==> config.mk <==
export PLATFORM = sky130hd
export DESIGN_NAME = audio_rom_arbiter
export DESIGN_NICKNAME = d
export VERILOG_FILES = /design/src/rtl/audio_rom_arbiter.sv
export SDC_FILE = /design/constraint.sdc
export NUM_CORES = 1
export LEC_CHECK = 0
export BUFFER_PORTS_ARGS = -buffer_cell sky130_fd_sc_hd__buf_2
export CORE_ASPECT_RATIO = 1.75
export CORE_MARGIN = 5
export CORE_UTILIZATION = 45
export CTS_CLUSTER_SIZE = 14
export DETAILED_ROUTE_END_ITERATION = 10
export GPL_TIMING_DRIVEN = 0
export PLACE_DENSITY = 0.77
export SLEW_MARGIN = 30
export SYNTH_ARGS = -nofsm -noshare
export SYNTH_HDL_FRONTEND = slang
export SYNTH_SLANG_ARGS = --single-unit
==> constraint.sdc <==
create_clock -name iSCLK -period 3 [get_ports iSCLK]
set_input_delay 0.15 -clock iSCLK [delete_from_list [all_inputs] [get_ports iSCLK]]
set_output_delay 0.15 -clock iSCLK [all_outputs]
set_load 0.01 [all_outputs]
==> src/rtl/audio_rom_arbiter.sv <==
// Arbitrates the serial-flash read sequencer between round-robin voice requesters
// and an exclusive CPU owner, with inter-transaction gap timing and a busy watchdog.
module audio_rom_arbiter #(
  parameter int pVoiceNum     = 4,
  parameter int pSfmPageWidth = 16
) (
  input  logic                               iSCLK,
  input  logic                               iSRST,
  input  logic [pVoiceNum-1:0]               iVoiceReq,
  input  logic [pVoiceNum*pSfmPageWidth-1:0] iVoiceStartAdrs,
  input  logic [pVoiceNum*pSfmPageWidth-1:0] iVoiceEndAdrs,
  output logic [pVoiceNum-1:0]               oVoiceGnt,
  output logic [pVoiceNum-1:0]               oVoiceDone,
  input  logic                               iCpuReq,
  input  logic                               iCpuRelease,
  output logic                               oCpuGnt,
  output logic                               oSfmEn,
  output logic [pSfmPageWidth-1:0]           oSfmStartAdrs,
  output logic [pSfmPageWidth-1:0]           oSfmEndAdrs,
  input  logic                               iSfmDone,
  input  logic [7:0]                         iGapCycles,
  input  logic [15:0]                        iTimeout,
  output logic                               oTimeoutErr
);

  localparam int IW = $clog2(pVoiceNum);

  typedef enum logic [2:0] {S_IDLE, S_ARB, S_LOAD, S_BUSY, S_CPU, S_GAP} state_t;

  state_t                   state_q, state_d;
  logic [IW-1:0]            ptr_q, ptr_d;
  logic [pVoiceNum-1:0]     gnt_q, gnt_d, done_q, done_d;
  logic                     cpu_gnt_q, cpu_gnt_d, en_q, en_d, err_q, err_d;
  logic [pSfmPageWidth-1:0] start_q, start_d, end_q, end_d;
  logic [15:0]              wdog_q, wdog_d, wdog_inc;
  logic [7:0]               gap_q, gap_d;
  logic                     gap_last;
  state_t                   post_state;

  logic                     win_vld;
  logic [IW-1:0]            win_idx;
  logic [IW:0]              cand;

  // Round-robin search begins one past the last granted voice.
  always_comb begin
    win_vld = 1'b0;
    win_idx = '0;
    cand    = '0;
    for (int i = 1; i <= pVoiceNum; i++) begin
      cand = {1'b0, ptr_q} + (IW+1)'(i);
      if (cand >= (IW+1)'(pVoiceNum)) cand = cand - (IW+1)'(pVoiceNum);
      if (!win_vld && iVoiceReq[cand[IW-1:0]]) begin
        win_vld = 1'b1;
        win_idx = cand[IW-1:0];
      end
    end
  end

  assign wdog_inc   = (wdog_q == 16'hFFFF) ? wdog_q : wdog_q + 16'd1;
  assign gap_last   = ({1'b0, gap_q} + 9'd1) >= {1'b0, iGapCycles};
  assign post_state = (iGapCycles == 8'd0) ? S_IDLE : S_GAP;

  always_comb begin
    state_d   = state_q;
    ptr_d     = ptr_q;
    gnt_d     = gnt_q;
    done_d    = '0;
    cpu_gnt_d = cpu_gnt_q;
    en_d      = en_q;
    err_d     = 1'b0;
    start_d   = start_q;
    end_d     = end_q;
    wdog_d    = wdog_q;
    gap_d     = gap_q;
    case (state_q)
      S_IDLE: if ((|iVoiceReq) || iCpuReq) state_d = S_ARB;
      S_ARB: begin
        if (iCpuReq) begin
          state_d   = S_CPU;
          cpu_gnt_d = 1'b1;
        end else if (win_vld) begin
          state_d = S_LOAD;
          ptr_d   = win_idx;
          gnt_d   = {{(pVoiceNum-1){1'b0}}, 1'b1} << win_idx;
          start_d = iVoiceStartAdrs[win_idx*pSfmPageWidth +: pSfmPageWidth];
          end_d   = iVoiceEndAdrs[win_idx*pSfmPageWidth +: pSfmPageWidth];
        end else begin
          state_d = S_IDLE;
        end
      end
      S_LOAD: begin
        state_d = S_BUSY;
        en_d    = 1'b1;
        wdog_d  = '0;
      end
      S_BUSY: begin
        wdog_d = wdog_inc;
        // Completion outranks a watchdog hit landing on the same cycle.
        if (iSfmDone) begin
          en_d    = 1'b0;
          gnt_d   = '0;
          done_d  = gnt_q;
          gap_d   = '0;
          state_d = post_state;
        end else if ((iTimeout != 16'd0) && (wdog_inc == iTimeout)) begin
          en_d    = 1'b0;
          gnt_d   = '0;
          err_d   = 1'b1;
          gap_d   = '0;
          state_d = post_state;
        end
      end
      S_CPU: if (iCpuRelease) begin
        cpu_gnt_d = 1'b0;
        gap_d     = '0;
        state_d   = post_state;
      end
      S_GAP: begin
        if (gap_last) state_d = S_IDLE;
        else          gap_d   = gap_q + 8'd1;
      end
      default: state_d = S_IDLE;
    endcase
  end

  always_ff @(posedge iSCLK) begin
    if (iSRST) begin
      state_q   <= S_IDLE;
      ptr_q     <= '0;
      gnt_q     <= '0;
      done_q    <= '0;
      cpu_gnt_q <= 1'b0;
      en_q      <= 1'b0;
      err_q     <= 1'b0;
      start_q   <= '0;
      end_q     <= '0;
      wdog_q    <= '0;
      gap_q     <= '0;
    end else begin
      state_q   <= state_d;
      ptr_q     <= ptr_d;
      gnt_q     <= gnt_d;
      done_q    <= done_d;
      cpu_gnt_q <= cpu_gnt_d;
      en_q      <= en_d;
      err_q     <= err_d;
      start_q   <= start_d;
      end_q     <= end_d;
      wdog_q    <= wdog_d;
      gap_q     <= gap_d;
    end
  end

  assign oVoiceGnt     = gnt_q;
  assign oVoiceDone    = done_q;
  assign oCpuGnt       = cpu_gnt_q;
  assign oSfmEn        = en_q;
  assign oTimeoutErr   = err_q;
  assign oSfmStartAdrs = start_q;
  assign oSfmEndAdrs   = end_q;

endmodule

==> flow_summary.ini, run 1 <==
[floorplanning]
die_height_um = 151
rows = 51
pin_count = 204
die_width_um = 90.5
dieArea_sq_um = 13600
placeableCoreArea_sq_um = 11100
initial_core_util_pct = 45.9

[final_layout]
layout_commonest_cell = buf_2
fill_cells = 1046
antenna_cells = 0
area_growth_pct = 44.4
final_nets = 1191
most-common-layout-cells = buf_2, nand2_1, nand3_1, a21oi_1, dfxtp_1
fin_util_pct = 66.3
fin_area_sq_um = 7370
drive_above_1_share_pct = 33.6

[route]
ant_nets = 0
drcViolationCount = 0
wl_per_cell_um = 17.8
dr.pass1.iters = 4
drt_iter0_drc = 317
wirelength_um = 20600
routed_via_density = 5.74
vias = 6641

[setup_path]
path_max_fanout = 8
crit_family = simple AND/OR/NAND/NOR gates
cp-start-kind = flip-flop
worstSetupEndpointType = flip-flop
r2r_setup_slack_ns = -0.02
critical_path_class = reg -> reg
max_stage_delay_ns = 0.62
crit_slowest_cell = or4b_4
worstPathRequired_ns = 3.19
crit_buf_inv = 2
crit_arrival_ns = 3.21
crit_chain = buf_6, and4_4, buf_4, nand3_2, and3_4, xnor2_1, or4_4, or4b_4, a2bb2oi_4, a311oi_2

[sta]
hold_violations = 0
whs_ns = 0.0432
setup_viol = 4
maxSlewHeadroom_pct = 45.0
skew_ns = 0.00814
worstMarginPinSlew_ns = 0.817
setup_ws_ns = -0.0210
drv_slew = 0
period_share_pct = 101
max_freq_mhz = 331
fin_crit_ns = 3.02

[clock_tree]
clk_pin_slew_worst_paths_ns = 0.06
h-tree-depth = 3
clk_latency_ns = 0.33
cts_sinks = 72
clockBufferDepth = 2
cts_hold_buf = 0
cts_tree = built
cts_buffers = 9
cts_root_buf = clkbuf_16

[global_routing]
grt_pass1_vias = 6434
grt_antenna_before_repair = 0
grt_max_degree = 13
grt_usage_pct = 27.5
overflow = 0
grt_pass1_wl_um = 30600

[placement]
io_buffers = 203
gp_congestion = 0.998
placed_area_sq_um = 6300
post-dp-hpwl_um = 14900

[synthesis]
yosys.area_share.adder_pct = 2.45
syn-mean-instance-area_sq_um = 6.76
yosys.area_share.simple_pct = 40.8
seq_area_frac_synth_pct = 28.3
ys.warnings.count = 0
synth_cells = 754
synth_top_family_by_area = simple AND/OR/NAND/NOR gates
synth_compound_area_share_pct = 17.7
synthArstFlopShare_pct = 0
synthFlopType = dfxtp_1
syn_area_sq_um = 5100
synth.area.mux_share_pct = 2.06
synth_nets = 925
synth.distinct_cells = 67
synth_seq_cells = 72
synthXorXnorAreaFrac_pct = 3.26
synth_edf_count = 0

[power_and_ir_drop]
powerDensity_nw_per_um2 = 503
ir_worst_vdd_v = 0.000415
p_leak_uw = 0.00334

[worst_hold_path]
hp-class = in -> reg

[job]
cap_violations = 0

[run_status]
violations = setup timing
outcome = complete, but fails checks
-- logic make-up (layout without fill, tap and decap cells) --
family	count (synthesis)	after routing
AOI/OAI and AO/OA	136	136
xor gates and xnor gates	19	19
adders and majority gates	10	10
buffers and inverters	70	341
DFF	72	72
muxes	10	10
and+or+nand+nor	437	437
-- sequential cells by signal, indices dropped and copies added (netlist names) --
signal and count:
gap_q 8, oCpuGnt 1, oSfmEn 1, oSfmEndAdrs 16, oSfmStartAdrs 16, oTimeoutErr 1, oVoiceDone 4, oVoiceGnt 4
ptr_q 2, state_q 3, wdog_q 16
-- worst paths after layout --
check                          from           endpoint  depth (start not counted)
hold / removal             iSfmDone        oTimeoutErr                          2
setup reg to reg         wdog_q[15]           gap_q[5]                         10
setup / recovery         wdog_q[15]           gap_q[5]                         10
hold reg to reg   oSfmStartAdrs[12]  oSfmStartAdrs[12]                          2
-- per-layer routing --
metal / GRT usage [%] / vias to the layer above / routed length, um
met5: 0 / - / 0
met2: 51.8 / 335 / 10700
met3: 6.71 / 88 / 1660
met4: 14.7 / 0 / 1120
li1: - / 3198 / -
met1: 27.3 / 3020 / 7140
-- cell type report --
class,instances,area [sq um],area share [%]
multi-input cells,612,3660,49.7
flip-flops and latches,72,1470,20.0
repair buffers,256,1430,19.5
plain buffers,53,278,3.77
clock buffers,11,243,3.30
well taps,132,165,2.24
inverters,16,60.1,0.815
clock inverters,5,56.3,0.764
-- timing repair --
action / in CTS / in global routing
setup endpoints to repair: 17 / 16
pin swaps: 15 / 32
setup buffers: 21 / 32
resized for setup: 57 / 38
-- power breakdown --
| part | internal [uW] | switching, uW | leakage [uW] | total [uW] |
|---|---|---|---|---|
| sequential | 1070 | 88.5 | 0.000592 | 1160 |
| combinational | 518 | 951 | 0.00261 | 1470 |
| clock | 665 | 410 | 0.000145 | 1070 |
-- Yosys cell counts (3+ instances only) --
cell	n	area share [%]
nand2_1	189	14
nand3_1	117	11
dfxtp_1	72	28
a21oi_1	62	6.1
nor2_1	41	3.0
clkbuf_1	36	2.6
nor3_1	17	1.7
inv_1	15	1.1
nand2b_1	12	1.5
nor4_1	12	1.5
o21ai_0	11	1.1
xnor2_1	11	1.9
a22oi_1	10	1.5
buf_2	10	0.98
ha_1	10	2.5
xor2_1	8	1.4
buf_1	7	0.52
nand4_1	7	0.86
a21o_1	6	0.88
mux2i_1	6	1.2
o31ai_1	6	0.88
and3_1	5	0.61
or4_1	5	0.74
a311oi_1	4	0.69
a31oi_1	4	0.49
and2_1	4	0.49
and4_1	4	0.69
mux2_2	4	0.88
nand3b_1	4	0.59
nor2b_1	4	0.49
nor3b_1	4	0.59
a21boi_0	3	0.44
o211ai_1	3	0.44
o41ai_1	3	0.52
-- stage by stage --
| step | cells | setup TNS (ns) | setup WS, ns | total power, uW |
|---|---|---|---|---|
| 2_1_floorplan | 754 | 0 | 0.00305 | 2080 |
| 3_3_place_gp | 1089 | -9.57 | -0.714 | 2600 |
| 3_5_place_dp | 1089 | -9.31 | -0.699 | 2620 |
| 4_1_cts | 1126 | 0 | 0.00483 | 3700 |
| 5_1_grt | 1157 | -0.257 | -0.0625 | 3950 |
| 6_report | 1157 | -0.0572 | -0.0210 | 3710 |
(Power assumes the default switching activity.)
==> run 2: changes to the inputs <==
--- a/config.mk
+++ b/config.mk
@@ -13,6 +13,8 @@
 export DETAILED_ROUTE_END_ITERATION = 10
 export GPL_TIMING_DRIVEN = 0
 export PLACE_DENSITY = 0.77
+export REMOVE_ABC_BUFFERS = 1
+export SETUP_SLACK_MARGIN = 0.3
 export SLEW_MARGIN = 30
 export SYNTH_ARGS = -nofsm -noshare
 export SYNTH_HDL_FRONTEND = slang
==> run 2 against run 1 <==
Compared with the run above:
- fmax up 4.0%
- worst hold slack better by 0.0035 ns
- critical path depth down 1
- global-route usage down 2.0 points
- clock power down 7%
- the flow now finishes without violations
- die area unchanged
==> flow_summary.ini, run 2 (synthesized netlist as in run 1, its figures left out) <==
[sta]
grt_setup_unrepaired = yes
drv_slew = 0
whs_ns = 0.0467
setup_tns_ns = 0
worstMarginPinSlew_ns = 0.755
period_share_pct = 96.8
max_freq_mhz = 344
fin_crit_ns = 2.90
hold_violations = 0
setup_viol = 0
skew_ns = 0.00839
maxSlewHeadroom_pct = 49.7

[floorplanning]
initial_core_util_pct = 45.9
placeableCoreArea_sq_um = 11100
dieArea_sq_um = 13600
rows = 51
die_height_um = 151
pin_count = 204
die_width_um = 90.5

[setup_path]
worstPathRequired_ns = 3.19
crit_buf_inv = 0
crit_slowest_cell = or4b_4
cp-start-kind = flip-flop
max_stage_delay_ns = 0.60
critical_path_class = reg -> reg
worstSetupEndpointType = flip-flop
crit_chain = ha_4, and4_4, nand3_2, and3_4, xnor2_1, or4_4, or4b_4, a2bb2oi_4, a311oi_1
path_max_fanout = 8
crit_arrival_ns = 3.09
crit_family = simple AND/OR/NAND/NOR gates

[worst_hold_path]
hp-class = in -> reg

[final_layout]
antenna_cells = 0
layout_commonest_cell = buf_2
most-common-layout-cells = buf_2, nand2_1, nand3_1, a21oi_1, dfxtp_1
final_nets = 1131
drive_above_1_share_pct = 34.2
area_growth_pct = 38.7

[route]
routed_via_density = 5.74
dr.pass1.iters = 7
wl_per_cell_um = 16.3
vias = 6302
drt_iter0_drc = 286
drcViolationCount = 0
ant_nets = 0
wirelength_um = 17900

[run_status]
outcome = finished clean

[power_and_ir_drop]
p_leak_uw = 0.00321
total_power_uw = 3580
powerDensity_nw_per_um2 = 506
ir_worst_vdd_v = 0.000311

[global_routing]
grt_antenna_before_repair = 0
grt_max_degree = 66
grt_pass1_wl_um = 28600
overflow = 0
grt_pass1_vias = 6101
grt_usage_pct = 25.5

[clock_tree]
clk_pin_slew_worst_paths_ns = 0.06
clockBufferDepth = 2
h-tree-depth = 3
cts_tree = built
cts_sinks = 72
cts_buffers = 9
clk_latency_ns = 0.34
cts_root_buf = clkbuf_16

[placement]
io_buffers = 203
gp_congestion = 0.982
post-dp-hpwl_um = 12600

[job]
cap_violations = 0
run 2: cell count changes in the layout (fill, tap and decap cells not counted), moves of 3 or more:
cell      delta
clkbuf_1    -35
buf_4       -14
buf_6       -10
dfxtp_4      +8
buf_1        -7
dfxtp_2      -5
a21oi_4      +3
buf_2        +3
dfxtp_1      -3
run 2: repair_timing:
action | in CTS | in global routing
setup endpoints to repair | 26 | 22
cloned | 2 | 0
pin swaps | 24 | 6
buffers inserted | 31 | 5
hold buffers | 0 | 0
endpoints found under the hold margin | 0 | 0
gates resized for setup | 64 | 8
run 2: per-stage QoR:
stage / instance area, sq um / setup slack (ns) / util [%] / cells
after floorplan: 4880 / -0.601 / - / 700
after global placement: 6060 / -3.05 / 54.6 / 1035
after detailed placement: 6200 / -0.703 / 55.9 / 1043
after CTS: 7000 / 0.151 / 63.0 / 1092
after global routing: 7070 / 0.000865 / 63.7 / 1097
final: 7070 / 0.0961 / 63.7 / 1097
run 2: power breakdown:
part	total (uW)	switching, uW	leakage [uW]	internal (uW)
clock	1000	440	0.000125	563
combinational	1380	843	0.00249	532
sequential	1200	136	0.000596	1070
total	3580	1420	0.00321	2160
run 2: cell type report:
cell class,instances,area [sq um]
multi-input combinational,613,3650
tap,132,165
clock inverter,6,45.0
sequential,72,1500
timing repair buffer,248,1430
inverter,16,60.1
fill,1026,4030
clock buffer,10,229
run 2: path summary, 6_finish.rpt:
check | end | depth (start not counted) | slack [ns] | from
worst max register to register | gap_q[5] | 9 | 0.1 | wdog_q[1]
worst max-delay path | gap_q[5] | 9 | 0.1 | wdog_q[1]
worst min-delay path | oTimeoutErr | 2 | 0.05 | iSfmDone
worst min register to register | oSfmStartAdrs[5] | 2 | 0.45 | oSfmStartAdrs[5]
run 2: layer usage:
layer  vias to the layer above  part of all wire (%)  track usage [%]
met2                       268                    51             45.9
met3                        66                   8.0             6.26
met4                         0                   4.9             14.5
met5                         -                     0                0
li1                       3090                     -                -
met1                      2878                    36             26.8
